## src/rtl/wd_pkg.sv

```systemverilog
// Shared constants for the windowed-watchdog supervisor: state encoding and
// default widths/lengths.
package wd_pkg;

  localparam int TW_DEF     = 16;
  localparam int FW_DEF     = 4;
  localparam int RSTLEN_DEF = 16;

  typedef logic [2:0] wd_state_t;

  localparam logic [2:0] ST_BOOT   = 3'd0;
  localparam logic [2:0] ST_PULSE  = 3'd1;
  localparam logic [2:0] ST_GUARD  = 3'd2;
  localparam logic [2:0] ST_CLOSED = 3'd3;
  localparam logic [2:0] ST_OPEN   = 3'd4;
  localparam logic [2:0] ST_RSTOUT = 3'd5;

endpackage

```

## src/rtl/wd_edge_detect.sv

```systemverilog
// Rising-edge detector for the software kick level. The history register
// resets to 1 so a level already high at reset release is not seen as an edge.
module wd_edge_detect (
  input  logic CLK,
  input  logic RSTN,
  input  logic din,
  output logic rise
);

  logic din_q;

  always_ff @(posedge CLK or negedge RSTN) begin
    if (!RSTN) begin
      din_q <= 1'b1;
    end else begin
      din_q <= din;
    end
  end

  assign rise = din & ~din_q;

endmodule

```

## src/rtl/wd_supervisor.sv

```systemverilog
// Windowed-watchdog supervisor: restarts service_window via INIT, classifies
// kicks against SWSTAT, counts faults and raises WDRST at the fault limit.
module wd_supervisor
  import wd_pkg::*;
#(
  parameter int TW     = TW_DEF,
  parameter int FW     = FW_DEF,
  parameter int RSTLEN = RSTLEN_DEF
) (
  input  logic          CLK,
  input  logic          RSTN,
  input  logic          KICK,
  input  logic          SWSTAT,
  input  logic [TW-1:0] TOLEN,
  input  logic [FW-1:0] MAXFAULT,
  output logic          INIT,
  output logic          WDRST,
  output logic [FW-1:0] FAULTCNT,
  output logic          EARLY,
  output logic          TIMEOUT,
  output logic [2:0]    STATE
);

  // KICK is a synchronous level with no handshake: only its rising edge is an
  // event, and it is consumed only in CLOSED (early) or OPEN (valid).
  // SWSTAT is trusted only from CLOSED onward; GUARD masks its settling.
  logic kick_rise;

  wd_edge_detect u_kick_edge (
    .CLK  (CLK),
    .RSTN (RSTN),
    .din  (KICK),
    .rise (kick_rise)
  );

  wd_state_t     state_q,   state_d;
  logic [TW-1:0] timer_q,   timer_d;
  logic [FW-1:0] fault_q,   fault_d;
  logic          init_q,    init_d;
  logic          wdrst_q,   wdrst_d;
  logic          early_q,   early_d;
  logic          timeout_q, timeout_d;

  logic          fault_hit;
  logic [FW-1:0] fault_limit;
  logic [FW:0]   fault_inc;

  assign fault_limit = (MAXFAULT == '0) ? FW'(1) : MAXFAULT;
  assign fault_inc   = {1'b0, fault_q} + {{FW{1'b0}}, 1'b1};

  always_comb begin
    state_d   = state_q;
    timer_d   = timer_q;
    fault_d   = fault_q;
    wdrst_d   = wdrst_q;
    early_d   = 1'b0;
    timeout_d = 1'b0;
    fault_hit = 1'b0;

    case (state_q)
      ST_BOOT:  state_d = ST_PULSE;
      ST_PULSE: state_d = ST_GUARD;
      ST_GUARD: state_d = ST_CLOSED;
      ST_CLOSED: begin
        // A kick in the same cycle SWSTAT rises is still early.
        if (kick_rise) begin
          early_d   = 1'b1;
          fault_hit = 1'b1;
        end else if (SWSTAT) begin
          timer_d = '0;
          state_d = ST_OPEN;
        end
      end
      ST_OPEN: begin
        // A kick wins over a timeout landing in the same cycle.
        if (kick_rise) begin
          fault_d = (fault_q == '0) ? '0 : fault_q - FW'(1);
          state_d = ST_PULSE;
        end else if (timer_q == TOLEN) begin
          timeout_d = 1'b1;
          fault_hit = 1'b1;
        end else begin
          timer_d = timer_q + TW'(1);
        end
      end
      ST_RSTOUT: begin
        if (timer_q == TW'(RSTLEN - 1)) begin
          wdrst_d = 1'b0;
          fault_d = '0;
          state_d = ST_PULSE;
        end else begin
          timer_d = timer_q + TW'(1);
        end
      end
      default: state_d = ST_BOOT;
    endcase

    if (fault_hit) begin
      fault_d = fault_inc[FW] ? {FW{1'b1}} : fault_inc[FW-1:0];
      if (fault_inc >= {1'b0, fault_limit}) begin
        state_d = ST_RSTOUT;
        wdrst_d = 1'b1;
        timer_d = '0;
      end else begin
        state_d = ST_PULSE;
      end
    end

    // INIT is registered off the next state so it is low exactly while in PULSE.
    init_d = (state_d != ST_PULSE);
  end

  always_ff @(posedge CLK or negedge RSTN) begin
    if (!RSTN) begin
      state_q   <= ST_BOOT;
      timer_q   <= '0;
      fault_q   <= '0;
      init_q    <= 1'b1;
      wdrst_q   <= 1'b0;
      early_q   <= 1'b0;
      timeout_q <= 1'b0;
    end else begin
      state_q   <= state_d;
      timer_q   <= timer_d;
      fault_q   <= fault_d;
      init_q    <= init_d;
      wdrst_q   <= wdrst_d;
      early_q   <= early_d;
      timeout_q <= timeout_d;
    end
  end

  assign INIT     = init_q;
  assign WDRST    = wdrst_q;
  assign FAULTCNT = fault_q;
  assign EARLY    = early_q;
  assign TIMEOUT  = timeout_q;
  assign STATE    = state_q;

endmodule

```

## config.mk

```make
export PLATFORM = sky130hd
export DESIGN_NAME = wd_supervisor
export DESIGN_NICKNAME = d
export VERILOG_FILES = /design/src/rtl/wd_pkg.sv /design/src/rtl/wd_edge_detect.sv /design/src/rtl/wd_supervisor.sv
export SDC_FILE = /design/constraint.sdc
export NUM_CORES = 1
export LEC_CHECK = 0
export ABC_AREA = 0
export CORE_ASPECT_RATIO = 1.5
export CORE_MARGIN = 3
export CORE_UTILIZATION = 25
export CTS_CLUSTER_DIAMETER = 200
export DETAILED_ROUTE_END_ITERATION = 8
export SLEW_MARGIN = 25
export SYNTH_ARGS = -nofsm -noshare
export SYNTH_HDL_FRONTEND = slang
export SYNTH_SLANG_ARGS = --single-unit
```

## constraint.sdc

```tcl
create_clock -name CLK -period 4.1 [get_ports CLK]
set_input_delay 0.41 -clock CLK [delete_from_list [all_inputs] [get_ports CLK]]
set_output_delay 0.41 -clock CLK [all_outputs]
set_load 0.02 [all_outputs]
```

# Yosys cells after proc, flatten, opt, wreduce, memory -nomap -nowiden
# Index checks and enable logic that the tools add are counted.
dict set report totals {
  register_bits 28
  latch_bits 0
  ramBits 0
  mem_bits_ro 0
  out_inout_bits 11
  elab_cells 61
  memories 0
}
dict set report classes {
  addsub 3
  n_mul 0
  n_div 0
  order_cmp 1
  n_eq_ne 10
  n_shift 0
  muxes 32
  bitwise 2
  n_reduce_logical 5
}
# op n
set op_table {}
lappend op_table {{16-bit 2-to-1 mux} 7}
lappend op_table {{16-bit case mux with 3 select lines} 1}
lappend op_table {{4-bit 2-to-1 mux} 6}
lappend op_table {{3-bit 2-to-1 mux} 6}
lappend op_table {{3-bit case mux with 6 select lines} 1}
lappend op_table {{16-bit by 1-bit adder with 16-bit output, second input constant} 1}
lappend op_table {{16-bit == test} 1}
lappend op_table {{16-bit by 4-bit == test with 1-bit output, second input constant} 1}
lappend op_table {{1-bit 2-to-1 mux} 9}
lappend op_table {{4-bit zero test} 2}
lappend op_table {{4-bit case mux with 2 select lines} 1}
lappend op_table {{3-bit by 2-bit == test with 1-bit output, second input constant} 2}
lappend op_table {{3-bit == test, second input constant} 2}
lappend op_table {{3-bit != test, second input constant} 2}
lappend op_table {{4-bit by 1-bit adder with 5-bit output, second input constant} 1}
lappend op_table {{5-bit by 4-bit greater-or-equal comparator with 1-bit output} 1}
lappend op_table {{4-bit by 1-bit subtractor with 4-bit output, second input constant} 1}
lappend op_table {{3-bit by 1-bit == test with 1-bit output, second input constant} 1}
lappend op_table {{3-bit zero test} 1}
lappend op_table {{3-bit by 1-bit != test with 1-bit output, second input constant} 1}
lappend op_table {{3-bit AND reduction} 1}
lappend op_table {{3-bit nonzero test} 1}
lappend op_table {{1-bit case mux with 2 select lines} 1}
lappend op_table {{1-bit AND} 1}
lappend op_table {{1-bit inverter} 1}

# Logic depth before layout (Yosys ltp)
dict set report logic_depth {
  word_depth 6
  depth_mapped 10
}

# Cells and area by module
# From an unflattened synthesis, not the netlist that was laid out.
dict set report hier_totals {
  hier_cells 233
  area_unflattened_um2 2042.0
}
# mod instances cells_each area_per_inst_um2 seq_area_each_um2
set by_module_without_submodules {}
lappend by_module_without_submodules {wd_supervisor 1 231 2001.9 676.9}
lappend by_module_without_submodules {wd_edge_detect 1 2 40.0 26.3}

# Worst setup path after synthesis
# No wires, ideal clock.
dict set report synth_timing {
  path_type {register to register}
  from {register fault_q[0] (netlist: FAULTCNT[0])}
  to {register timer_q[5]}
  t_arrival_ns 2.023
  required_ns 3.978
  slack_ns 1.955
  stages_incl_launch_ff 10
  path_buffers 1
  period_less_slack_ns 2.145
  path_cell_list {dfrtp_1 inv_1 ha_1 ha_1 o21ai_0 a21oi_1 nor3_1 or2_0 buf_2 a32o_1}
}
dict set report synth_via {
  elab_chain_cells 4
}
# element line_no
set synth_rtl {}
lappend synth_rtl {{start, declared} wd_supervisor.sv:38} ;# logic [FW-1:0] fault_q, fault_d;
lappend synth_rtl {{start signal, assigned} wd_supervisor.sv:125} ;# fault_q <= fault_d;
lappend synth_rtl {{4-bit by 1-bit adder with 5-bit output} wd_supervisor.sv:49} ;# assign fault_inc = {1'b0, fault_q} + {{FW{1'b0}}, 1'b1};
lappend synth_rtl {{5-bit by 4-bit greater-or-equal comparator with 1-bit output} wd_supervisor.sv:100} ;# if (fault_inc >= {1'b0, fault_limit}) begin
lappend synth_rtl {{16-bit 2-to-1 mux} wd_supervisor.sv:100}
lappend synth_rtl {{16-bit 2-to-1 mux} wd_supervisor.sv:98} ;# if (fault_hit) begin
lappend synth_rtl {{net timer_d[5]} wd_supervisor.sv:37} ;# logic [TW-1:0] timer_q, timer_d;
lappend synth_rtl {{end signal, assigned} wd_supervisor.sv:124} ;# timer_q <= timer_d;
lappend synth_rtl {{end, declared} wd_supervisor.sv:37}
# The timed path passes the listed nets, and every way through them passes these cells.
# A chain may end at the register's enable or synchronous reset.

# Worst setup path in the final report
dict set report layout_timing {
  from {input TOLEN[10]}
  to {register timer_q[4]}
}
dict set report layout_via {
  elab_chain_cells 6
  word_cells_on_any_way 9
  cone_classes {eq/ne: 1; mux: 8}
}
# element line_no
set layout_rtl {}
lappend layout_rtl {{start, declared} wd_supervisor.sv:14} ;# input logic [TW-1:0] TOLEN,
lappend layout_rtl {{16-bit == test (*)} wd_supervisor.sv:79} ;# end else if (timer_q == TOLEN) begin
lappend layout_rtl {{16-bit 2-to-1 mux} wd_supervisor.sv:79}
lappend layout_rtl {{16-bit 2-to-1 mux} wd_supervisor.sv:76} ;# if (kick_rise) begin
lappend layout_rtl {{16-bit case mux with 3 select lines} wd_supervisor.sv:60} ;# case (state_q)
lappend layout_rtl {{16-bit 2-to-1 mux} wd_supervisor.sv:100}
lappend layout_rtl {{16-bit 2-to-1 mux (*)} wd_supervisor.sv:98}
lappend layout_rtl {{net timer_d[4]} wd_supervisor.sv:37}
# The timed path passes the listed nets; every way through them passes the cells marked *.

==> metrics list <==
* Number of hold-repair buffers added at the cts stage: 0
- Highest clock rate: ~340 MHz
- Overflow left after global routing: 0
- The final critical path takes up between 70% and 80% of the cycle.
- The run finished with clean final reports.
* CP required: 4210 ps
- Synthesis produced a netlist with a net count of between 200 and 300.
* Effective utilization at floorplan: 25.9%
* Final worst slack: 1180 ps
* Clock latency of the later-clocked register in the worst-skew pair: 260 ps
* Total number of yosys warnings: 0
* Number of max-slew violations in the final report: 0
- Across the run, the number of max-cap violations was 0.
* Relative slew slack: between 40% and 50%
- Power per Cell Area: between 500 and 600 mW/mm2
* Number of register bits inferred by synthesis: 28
- Overall power consumption: about 1.3 mW
* Cell count after synthesis: about 240
- Capturing element of the worst setup path: timer_q[4]$_DFF_PN0_
- Diodes inserted: 0
* Worst reg-to-reg path cell count: 6
- The worst setup path is captured at a flip-flop.
- For this design the top-level I/O count stands at 35.
- RSZ-0062 raised after global routing: false
- Area leader, netlist: sky130_fd_sc_hd__dfrtp_1
* Number of antenna violations at the first check in global routing: 0
- Of all nets on the critical path, the largest fanout is 11.
- Max clock buf depth: 2
- Distinct cell type count of the synthesized netlist: 45
- In this run the static leakage power is between 0.9 and 1 nW.
- Startpoint type of the worst setup path: input pin
- For the pin with the worst max-slew slack, the measured transition is slightly below 900 ps.
- After synthesis, flip-flops and latches occupy approximately a third of the total area.
- Before CTS, the worst setup slack after placement is a little over 900 ps.
- For this run, the total global-route usage over all layers was measured as about an eighth.
* Via count of the first global-routing pass: around 2000
* Met1 track utilization from global routing: 15.9%
* Post-route ant nets: 0
- Arrival time of the worst setup path: ~3000 ps
- Most common cell after layout, fill and taps aside: sky130_fd_sc_hd__clkdlybuf4s50_1
* Post-synth EDFFs: 0
- At the end of the flow, the number of nets in the layout was ~300.
- Number of H-tree branching levels: 1
* Register-to-register setup slack: 1250 ps
- The worst-case IR drop observed on VDD is around 250 uV.
* Area share of the leading cell type in the synthesized netlist: around 33%
* Number of cells upsized or downsized after cts: 0
- The region available for standard cell placement spans about 0.0077 mm2.
- Sum Neg Setup Slack: 0 ps
* GP Congestion: approximately 0.85
- TritonCTS created 3 clock buffers.
- Busiest metal layer after global routing: met2
- Die outline area: 0.00912 mm2
* Setup CP Type: in2reg
- From left edge to right edge, the die measures between 70 and 80 um.
- Maximum number of pins on one net before global-route repair: 29
- Clock-pin slew reported for the worst setup and hold paths after clock tree synthesis: 70 ps
- Biggest area contributors in the synthesized netlist: sky130_fd_sc_hd__dfrtp_1, sky130_fd_sc_hd__xnor2_1, sky130_fd_sc_hd__o21ai_0, sky130_fd_sc_hd__ha_1, sky130_fd_sc_hd__nand2_1
* Final Critical Period: 2920 ps
* Terminus of the critical flop-to-flop path: timer_q[4]$_DFF_PN0_
- The cell sitting at the root of the clock tree is a sky130_fd_sc_hd__clkbuf_16.
- The worst hold path belongs to the class reg2reg.
* Worst R2R Start: timer_q[9]$_DFF_PN0_
- The die is 115 um tall.
* Clock tree from TritonCTS: built
- For this design, the sink count on the clock tree is 28.
- In the global route stage, met2 resource usage came out at 23.5%.
- DP Wirelength: about 4200 um
* Startpoint of the worst setup timing path: TOLEN[10]
- Count of vias placed by the detailed router: slightly below 2000
* Drt first-iter violations: between 100 and 150
- After detailed routing, the number of remaining DRC violations is 0.
* Flip-flop cell with the highest count after synthesis: sky130_fd_sc_hd__dfrtp_1
* Vias per cell: 5.27
- Total setup violations reported at the end of the flow: 0
- For this run, asynchronously set or reset flops after synthesis account for 100%.
- Compared with the post-synthesis result, the final layout area differs by 26.1%.
- Leaving out fill and tap cells, the most frequent cells in the layout are sky130_fd_sc_hd__clkdlybuf4s50_1, sky130_fd_sc_hd__dfrtp_1, sky130_fd_sc_hd__o21ai_0, sky130_fd_sc_hd__nand2_1, sky130_fd_sc_hd__nor2_1.
- In this run the cell area of the synthesized design comes to 0.00200 mm2.
- In this run the post-CTS setup repair buffer count came out at 0.
- Final wirelength: between 5000 and 6000 um
- The first global-routing pass estimated 9710 um of wire.
- Placement Rows: 39
* Number of iterations in the first detailed-routing pass: 4
- Mean instance size in the synthesized netlist: ~8.4 um2
* Hold Vio Cnt, Final: 0
- For this run, the number of standard cells in the final layout without fillers is ~370.
* Met3 capacity usage during global routing: ~2.1%
- Drt wl/cell: 15.7 um
- Number of input and output port buffers inserted: 34
- Number of placed cells counting well taps: around 360
- Share of final-layout standard cells stronger than drive strength 1: under 10%
- Clock Skew: 5.31 ps
## synth_stat cells, types with 2 or more instances
master	instances
sky130_fd_sc_hd__a311oi_1	2
sky130_fd_sc_hd__nor2b_1	3
sky130_fd_sc_hd__a211o_1	2
sky130_fd_sc_hd__nand2b_1	4
sky130_fd_sc_hd__a31oi_1	6
sky130_fd_sc_hd__xnor2_1	16
sky130_fd_sc_hd__inv_1	7
sky130_fd_sc_hd__a211oi_1	2
sky130_fd_sc_hd__a21oi_1	14
sky130_fd_sc_hd__nor2_1	18
sky130_fd_sc_hd__o21ai_0	21
sky130_fd_sc_hd__nor3_1	11
sky130_fd_sc_hd__or2_2	2
sky130_fd_sc_hd__a31o_2	4
sky130_fd_sc_hd__and3_1	5
sky130_fd_sc_hd__dfrtp_1	26
sky130_fd_sc_hd__buf_2	10
sky130_fd_sc_hd__o31ai_1	2
sky130_fd_sc_hd__nand4_1	8
sky130_fd_sc_hd__dfstp_2	2
sky130_fd_sc_hd__a32o_1	4
sky130_fd_sc_hd__nand2_1	20
sky130_fd_sc_hd__o22ai_1	2
sky130_fd_sc_hd__and2_1	2
sky130_fd_sc_hd__ha_1	8
sky130_fd_sc_hd__nand3b_1	3
sky130_fd_sc_hd__o211ai_1	2
sky130_fd_sc_hd__nor4_1	5
sky130_fd_sc_hd__clkbuf_1	2
sky130_fd_sc_hd__nand3_1	9
## where the power goes
part | leakage (nW) | switching (mW) | internal [mW]
Sequential | 0.361 | 0.105 | 0.333
Clock | 0.0442 | 0.0948 | 0.150
Combinational | 0.567 | 0.328 | 0.265
## layout make-up
class | count | area (um2)
multi-input combinational | 190 | 1210
fill | 838 | 5190
clock buffer | 4 | 88.8
tap | 102 | 128
inverter | 7 | 26.3
timing repair buffer | 37 | 363
sequential | 28 | 703
## stage by stage
| stage | cell area, um2 | utilization, % | hold WS, ps |
|---|---|---|---|
| 2_1_floorplan | 2000 | - | 114 |
| 3_3_place_gp | 2430 | 31.5 | 466 |
| 3_5_place_dp | 2430 | 31.5 | 477 |
| 4_1_cts | 2520 | 32.7 | 493 |
| 5_1_grt | 2520 | 32.7 | 521 |
| 6_report | 2520 | 32.7 | 491 |
## layer usage
layer / share of wire [%] / up-vias
li1: - / 929
met1: 42 / 940
met2: 50 / 60
met3: 5.7 / 10
met4: 2.5 / 0
met5: 0 / -
## state kept, by name, indices dropped and copies added (netlist names)
register           count
timer_q               16
FAULTCNT               4
STATE                  3
EARLY                  1
INIT                   1
TIMEOUT                1
WDRST                  1
u_kick_edge.din_q      1
## worst max-delay path: stages
cell                              delay (ps)
sky130_fd_sc_hd__clkdlybuf4s50_1         500
sky130_fd_sc_hd__xnor2_2                 110
sky130_fd_sc_hd__nand4_1                 150
sky130_fd_sc_hd__nor4_4                  540
sky130_fd_sc_hd__a31oi_1                 430
sky130_fd_sc_hd__nor2_1                  730
sky130_fd_sc_hd__nor3_1                  140
## kinds of logic (layout without fill, tap and decap cells)
family          Yosys count  after routing  synth area share (%)
compound gates           67             67                  21.4
buf+inv                  19             48                  4.20
simple gates             97             97                  25.9
xor+xnor                 18             18                  8.27
fa+ha+maj                 8              8                  5.01
flops                    28             28                  35.2
## how the worst min path moves through the flow
stage | from | end | slack, ps | cells past startpoint
after floorplan | RSTN | EARLY$_DFF_PN0_ | 110 | 0
after global placement | WDRST$_DFF_PN0_ | WDRST$_DFF_PN0_ | 470 | 2
after detailed placement | WDRST$_DFF_PN0_ | WDRST$_DFF_PN0_ | 480 | 2
after CTS | WDRST$_DFF_PN0_ | WDRST$_DFF_PN0_ | 490 | 2
after global routing | WDRST$_DFF_PN0_ | WDRST$_DFF_PN0_ | 520 | 2
final | WDRST$_DFF_PN0_ | WDRST$_DFF_PN0_ | 490 | 2
Note: power is estimated with default switching activity, not from simulation.
